File: config.mk
export PLATFORM = sky130hd
export DESIGN_NAME = s2mm_desc_sched
export DESIGN_NICKNAME = d
export VERILOG_FILES = /design/src/rtl/s2mm_desc_pkg.sv /design/src/rtl/s2mm_desc_fifo.sv /design/src/rtl/s2mm_desc_sched.sv
export SDC_FILE = /design/constraint.sdc
export NUM_CORES = 1
export LEC_CHECK = 0
export CAP_MARGIN = 0
export CORE_MARGIN = 2
export CORE_UTILIZATION = 65
export DETAILED_ROUTE_END_ITERATION = 12
export GPL_TIMING_DRIVEN = 0
export PLACE_DENSITY_LB_ADDON = 0.05
export SYNTH_ARGS = -nofsm -noshare
export SYNTH_HDL_FRONTEND = slang
export SYNTH_SLANG_ARGS = --single-unit
File: constraint.sdc
create_clock -name clk -period 24 [get_ports clk]
set_input_delay 2.4 -clock clk [delete_from_list [all_inputs] [get_ports clk]]
set_output_delay 2.4 -clock clk [all_outputs]
set_load 0.1 [all_outputs]
File: src/rtl/s2mm_desc_pkg.sv
// s2mm_desc_pkg: shared types and helpers for the S2MM descriptor scheduler.
// The optional watchdog is enabled with S2MM_DESC_TIMEOUT_EN.
package s2mm_desc_pkg;

  typedef enum logic [2:0] {
    ST_IDLE  = 3'd0,
    ST_LOAD  = 3'd1,
    ST_ISSUE = 3'd2,
    ST_WAIT  = 3'd3,
    ST_NEXT  = 3'd4
  } s2mm_desc_state_t;

  typedef struct packed {
    logic [63:0] addr;
    logic [31:0] len;
    logic [3:0]  tag;
  } s2mm_desc_t;

  localparam logic [31:0] S2MM_MAX_CHUNK_DFLT = 32'h0080_0000;

  function automatic logic [31:0] chunk_of(
    input logic [31:0] rem,
    input logic [31:0] lim
  );
    return (rem > lim) ? lim : rem;
  endfunction

endpackage

File: src/rtl/s2mm_desc_fifo.sv
// s2mm_desc_fifo: synchronous descriptor FIFO with registered flags.
// Part of s2mm_desc_sched (watchdog macro S2MM_DESC_TIMEOUT_EN lives in the top).
module s2mm_desc_fifo
  import s2mm_desc_pkg::*;
#(
  parameter int unsigned DEPTH = 8
) (
  input  logic                     clk,
  input  logic                     rst,
  input  logic                     i_push,
  input  s2mm_desc_t               i_data,
  input  logic                     i_pop,
  output s2mm_desc_t               o_data,
  output logic                     o_full,
  output logic                     o_empty,
  output logic [$clog2(DEPTH):0]   o_count
);

  localparam int unsigned AW = $clog2(DEPTH);
  localparam int unsigned CW = AW + 1;

  s2mm_desc_t          r_mem [DEPTH];
  logic [AW-1:0]       r_wptr;
  logic [AW-1:0]       r_rptr;
  logic [CW-1:0]       r_count;
  logic                r_full;
  logic                r_empty;
  logic                w_push;
  logic                w_pop;
  logic [CW-1:0]       w_count_nxt;

  assign w_push      = i_push && !r_full;
  assign w_pop       = i_pop && !r_empty;
  assign w_count_nxt = r_count + CW'(w_push) - CW'(w_pop);

  // Storage needs no reset: pointers define validity.
  always_ff @(posedge clk) begin
    if (w_push) begin
      r_mem[r_wptr] <= i_data;
    end
  end

  always_ff @(posedge clk or negedge rst) begin
    if (!rst) begin
      r_wptr  <= '0;
      r_rptr  <= '0;
      r_count <= '0;
      r_full  <= 1'b0;
      r_empty <= 1'b1;
    end else begin
      if (w_push) r_wptr <= r_wptr + 1'b1;
      if (w_pop)  r_rptr <= r_rptr + 1'b1;
      r_count <= w_count_nxt;
      r_full  <= (w_count_nxt == CW'(DEPTH));
      r_empty <= (w_count_nxt == '0);
    end
  end

  assign o_data  = r_mem[r_rptr];
  assign o_full  = r_full;
  assign o_empty = r_empty;
  assign o_count = r_count;

endmodule

File: src/rtl/s2mm_desc_sched.sv
// s2mm_desc_sched: buffers write descriptors, splits and issues chunks.
// Define S2MM_DESC_TIMEOUT_EN to enable the WAIT-state watchdog.
module s2mm_desc_sched
  import s2mm_desc_pkg::*;
#(
  parameter int unsigned DEPTH          = 8,
  parameter logic [31:0] MAX_CHUNK      = S2MM_MAX_CHUNK_DFLT,
  parameter logic [31:0] TIMEOUT_CYCLES = 32'd1_000_000
) (
  input  logic        clk,
  input  logic        rst,
  input  logic        desc_valid,
  output logic        desc_ready,
  input  logic [63:0] desc_addr,
  input  logic [31:0] desc_len,
  input  logic [3:0]  desc_tag,
  output logic [63:0] dest_addr,
  output logic [31:0] byte_num,
  output logic        start,
  input  logic        s2mm_introut,
  output logic        busy,
  output logic        done_valid,
  output logic [3:0]  done_tag,
  output logic        done_err
);

  localparam int unsigned CW = $clog2(DEPTH) + 1;

  if (MAX_CHUNK == 32'd0 || TIMEOUT_CYCLES == 32'd0 || DEPTH < 2 ||
      (DEPTH & (DEPTH - 1)) != 0) begin : g_bad_cfg
    $error("s2mm_desc_sched: illegal parameter set");
  end

  s2mm_desc_state_t r_state;
  s2mm_desc_state_t w_state_nxt;

  logic [63:0] r_cur_addr;
  logic [31:0] r_remaining;
  logic [31:0] r_chunk;
  logic [3:0]  r_cur_tag;
  logic        r_irq_q;
  logic        r_start;
  logic [63:0] r_dest_addr;
  logic [31:0] r_byte_num;
  logic        r_busy;
  logic        r_done_valid;
  logic [3:0]  r_done_tag;
  logic        r_done_err;

  s2mm_desc_t  w_din;
  s2mm_desc_t  w_head;
  logic        w_full;
  logic        w_empty;
  logic [CW-1:0] w_count;
  logic [CW-1:0] w_count_nxt;
  logic        w_push;
  logic        w_pop;
  logic        w_irq_rise;
  logic        w_last;
  logic        w_expire;
  logic [63:0] w_nxt_addr;
  logic [31:0] w_nxt_rem;
  logic [31:0] w_load_chunk;
  logic [31:0] w_next_chunk;

  assign w_din  = '{addr: desc_addr, len: desc_len, tag: desc_tag};
  assign w_push = desc_valid && desc_ready;
  assign w_pop  = (r_state == ST_LOAD);

  s2mm_desc_fifo #(
    .DEPTH (DEPTH)
  ) u_fifo (
    .clk     (clk),
    .rst     (rst),
    .i_push  (w_push),
    .i_data  (w_din),
    .i_pop   (w_pop),
    .o_data  (w_head),
    .o_full  (w_full),
    .o_empty (w_empty),
    .o_count (w_count)
  );

  assign w_count_nxt  = w_count + CW'(w_push) - CW'(w_pop);
  assign w_irq_rise   = s2mm_introut && !r_irq_q;
  assign w_last       = (r_remaining == r_chunk);
  assign w_nxt_addr   = r_cur_addr + {32'd0, r_chunk};
  assign w_nxt_rem    = r_remaining - r_chunk;
  assign w_load_chunk = chunk_of(w_head.len, MAX_CHUNK);
  assign w_next_chunk = chunk_of(w_nxt_rem, MAX_CHUNK);

`ifdef S2MM_DESC_TIMEOUT_EN
  logic [31:0] r_wait_cnt;

  always_ff @(posedge clk or negedge rst) begin
    if (!rst) begin
      r_wait_cnt <= '0;
    end else if (r_state != ST_WAIT) begin
      r_wait_cnt <= '0;
    end else begin
      r_wait_cnt <= r_wait_cnt + 32'd1;
    end
  end

  assign w_expire = (r_state == ST_WAIT) &&
                    (r_wait_cnt == TIMEOUT_CYCLES - 32'd1);
`else
  assign w_expire = 1'b0;
`endif

  always_comb begin
    w_state_nxt = r_state;
    unique case (r_state)
      ST_IDLE:  if (!w_empty) w_state_nxt = ST_LOAD;
      ST_LOAD:  w_state_nxt = (w_head.len == '0) ? ST_IDLE : ST_ISSUE;
      ST_ISSUE: w_state_nxt = ST_WAIT;
      ST_WAIT: begin
        if (w_irq_rise)    w_state_nxt = ST_NEXT;
        else if (w_expire) w_state_nxt = ST_IDLE;
      end
      ST_NEXT:  w_state_nxt = (w_nxt_rem == '0) ? ST_IDLE : ST_ISSUE;
      default:  w_state_nxt = ST_IDLE;
    endcase
  end

  // Outputs are registered one state early so they line up with the state.
  always_ff @(posedge clk or negedge rst) begin
    if (!rst) begin
      r_state      <= ST_IDLE;
      r_cur_addr   <= '0;
      r_remaining  <= '0;
      r_chunk      <= '0;
      r_cur_tag    <= '0;
      r_irq_q      <= 1'b0;
      r_start      <= 1'b0;
      r_dest_addr  <= '0;
      r_byte_num   <= '0;
      r_busy       <= 1'b0;
      r_done_valid <= 1'b0;
      r_done_tag   <= '0;
      r_done_err   <= 1'b0;
    end else begin
      r_state      <= w_state_nxt;
      r_irq_q      <= s2mm_introut;
      r_start      <= 1'b0;
      r_done_valid <= 1'b0;
      r_busy       <= (w_state_nxt != ST_IDLE) || (w_count_nxt != '0);
      unique case (r_state)
        ST_IDLE: begin
          if (!w_empty && w_head.len == '0) begin
            r_done_valid <= 1'b1;
            r_done_tag   <= w_head.tag;
            r_done_err   <= 1'b1;
          end
        end
        ST_LOAD: begin
          r_cur_addr  <= w_head.addr;
          r_remaining <= w_head.len;
          r_cur_tag   <= w_head.tag;
          if (w_head.len != '0) begin
            r_chunk     <= w_load_chunk;
            r_start     <= 1'b1;
            r_dest_addr <= w_head.addr;
            r_byte_num  <= w_load_chunk;
          end
        end
        ST_WAIT: begin
          if (w_irq_rise) begin
            if (w_last) begin
              r_done_valid <= 1'b1;
              r_done_tag   <= r_cur_tag;
              r_done_err   <= 1'b0;
            end
          end else if (w_expire) begin
            r_done_valid <= 1'b1;
            r_done_tag   <= r_cur_tag;
            r_done_err   <= 1'b1;
          end
        end
        ST_NEXT: begin
          r_cur_addr  <= w_nxt_addr;
          r_remaining <= w_nxt_rem;
          if (w_nxt_rem != '0) begin
            r_chunk     <= w_next_chunk;
            r_start     <= 1'b1;
            r_dest_addr <= w_nxt_addr;
            r_byte_num  <= w_next_chunk;
          end
        end
        default: ;
      endcase
    end
  end

  assign desc_ready = !w_full;
  assign dest_addr  = r_dest_addr;
  assign byte_num   = r_byte_num;
  assign start      = r_start;
  assign busy       = r_busy;
  assign done_valid = r_done_valid;
  assign done_tag   = r_done_tag;
  assign done_err   = r_done_err;

endmodule

==> out/metrics.cfg <==
[status]
status=finished clean

[cts]
hold_buffers=0
cts_tree=done
cts_root_buf=clkbuf_16
numClockSinks=1020
htree_levels=3
insertion_delay_ns=0.71
clk_path_buf_depth=3
cts_setup_buffers=0
cts_made_buffers=99
cts.clk_slew.worst_paths_ns=0.06
cts_resized=0

[sta]
relSlewSlack_pct=6.630
setup_viol=0
worst_slack_ns=18.31
holdWs_ns=0.4819
finalHoldViolations=0
skew_ns=0.05461
worst_pin_slew_ns=1.401
slew_violations=0
period_needed_ns=5.692
rsz0062_at_grt=no
fmax_mhz=175.7
post-route-period-util_pct=23.72
final.setup.tns_ns=0

[finish]
final_common_cell=edfxtp_1
syn_to_final_growth_pct=17.07
final_cells=4194
multi_input_area_mm2=0.01403
layout-drive-gt1-share_pct=17.80
post-route-util_pct=77.18
nets=3410
seqCellArea_mm2=0.02953
design_area_mm2=0.05202
fillerInstances=3529
layout_common_cells=800 x edfxtp_1, 219 x dfrtp_1, 213 x nand2_1, 207 x clkdlybuf4s50_1, 200 x mux4_2

[grt]
grt_max_degree=115
antenna_found_initial=14
grt_usage_pct=40.95
first_global_vias=29900
grt_pass1_wl_um=205700
overflow=0

[routing]
first_iter_violations=4494
wl_per_cell_um=33.98
dr_total_vias=29830
wl_um=142500
ant_nets=0
drt_pass1_iterations=8
drc=0
vias_per_cell=7.111

[synth]
netlist_area_mm2=0.04443
syn_inst=2838
synthXorXnorAreaFrac_pct=1.321
synth-seq-cells=1020
synth_fa_ha_area_share_pct=2.208
synthMuxAreaShare_pct=14.67
synth_edf_count=800
synth_simple_gate_area_share_pct=6.279
synth_nets=3018
synthDistinctLibCells=84
synth-main-ff-cell=edfxtp_1
synth.avg_cell_area_um2=15.66
async_reset_ff_share_pct=21.57
ys_seq_area_share_pct=66.46
synth_compound_area_share_pct=6.992
synth-warning-count=0
synth_top_family_by_area=multiplexers

[pwr]
switchingPower_mw=3.118
sequentialPowerShare_pct=33.5
pwr-share-clk_pct=21.5
p_leak_nw=18.54
ir_drop_mv=0.1089
p_int_mw=4.289
total_power_mw=7.407
powerDensity_mw_per_mm2=142.4
p_comb_share_pct=45.0
switching_share_pct=42.10

[setup_path]
critPathRequiredTime_ns=24.59
end_kind=flop
critical_path_class=reg -> reg
cp-start-kind=flop
cp.arrival_ns=6.28
worst-path-max-fanout=10

[floorplan]
die-area_mm2=0.07047
fp.dieH_um=265.5
dieWidth_um=265.5
pin_count=209
core-area_mm2=0.06740
row_count=95
initial_core_util_pct=65.93

[placement]
placed_cells_incl_taps=4002
port_buffers=208
gp_congestion=0.9752
placed_area_mm2=0.04872
pre_cts_slack_ns=18.21
hpwl_um=96450

[min_path]
min_path_type=reg -> reg

[job]
cap_violations=0

==> Yosys cell counts (8+ instances only) <==
master,number,area (um2)
edfxtp_1,800,24020
dfrtp_1,219,5480
nand2_1,213,799.5
mux4_2,200,4504
nor2_1,133,499.2
a21oi_1,110,550.5
o21ai_0,94,470.5
mux2_2,89,1002
clkbuf_1,87,326.6
inv_1,86,322.8
mux2i_1,83,830.8
ha_1,72,900.9
nand3_1,54,270.3
nor3_1,50,250.2
a21o_1,41,307.8
xnor2_1,41,359.1
buf_2,29,145.1
xor2_1,26,227.7
buf_1,24,90.09
and3_1,23,143.9
a211oi_1,22,165.2
a31oi_1,22,137.6
nor4_1,22,137.6
o211ai_1,22,165.2
o21a_1,19,142.6
and2_1,18,112.6
mux2_1,16,180.2
nand4_1,16,100.1
or3_1,15,93.84
o221ai_1,13,113.9
nand2b_1,12,75.07
a221o_1,10,100.1
o31a_1,9,78.83
or2_2,9,56.30
o31ai_1,8,60.06
o41ai_1,8,70.07
==> worst paths after layout <==
path	start	cells after the start	slack (ns)	endpoint
max	u_fifo.r_rptr[1]	14	18.31	dest_addr[60]
min	r_cur_addr[21]	2	0.48	r_cur_addr[21]
max reg2reg	u_fifo.r_rptr[1]	14	18.31	dest_addr[60]
min reg2reg	r_cur_addr[21]	2	0.48	r_cur_addr[21]
max in group asynchronous	rst	3	21.18	byte_num[6]
min in group asynchronous	rst	1	1.51	r_cur_tag[3]
==> metal layers <==
metal / vias to the layer above / routed length, um / track usage, %
met5: - / 44 / 0
met4: 6 / 7929 / 19.29
met3: 530 / 16880 / 10.52
met2: 2514 / 66520 / 64.02
met1: 14880 / 51140 / 54.68
li1: 11900 / - / -
==> registers in the layout (all words and copies together) (netlist names), 3 cells and up <==
register,flops
u_fifo.r_mem,800
dest_addr,64
r_cur_addr,64
byte_num,32
r_remaining,32
done_tag,4
r_cur_tag,4
u_fifo.o_count,4
r_state,3
u_fifo.r_rptr,3
u_fifo.r_wptr,3
==> power by group through the flow <==
stage               Combinational (mW)  Clock (mW)  Sequential, mW
global placement                  3.06           0            2.56
finish                            3.33        1.59            2.48
floorplan                         1.73           0            2.87
global route                      3.47        1.65            2.50
CTS                               3.26        1.59            2.47
detailed placement                3.20           0            2.49
==> logic make-up (layout without fill, tap and decap cells) <==
| logic type | count (synthesis) | count (layout) |
|---|---|---|
| buffers and inverters | 231 | 707 |
| xor gates and xnor gates | 67 | 67 |
| adders and majority gates | 76 | 76 |
| other | 0 | 7 |
| and+or+nand+nor | 595 | 595 |
| DFF | 1020 | 1020 |
| muxes | 388 | 388 |
| AOI/OAI and AO/OA | 461 | 461 |
==> worst max-delay path, cell delays in order, from the launching register on <==
cell and delay [ns]:
dfrtp_1 0.39, clkbuf_1 0.55, clkbuf_1 0.71, mux4_2 0.42, mux2i_1 0.72, nand4_1 0.27, nor2_1 0.26, nand4_1 0.21
nor2_1 0.59, nor2_1 0.31, inv_1 0.17, a31oi_4 0.22, buf_4 0.33, buf_2 0.24, o22ai_1 0.17
==> area by class of cell <==
type / instances / share of cell area [%]
Antenna cell: 7 / 0.03367
Buffer: 144 / 1.147
Clock buffer: 138 / 5.299
Clock inverter: 47 / 1.013
Inverter: 87 / 0.6278
Multi-Input combinational cell: 1587 / 26.98
Sequential cell: 1020 / 56.77
Tap cell: 873 / 2.100
Timing Repair Buffer: 291 / 6.035
(Power assumes the default switching activity.)
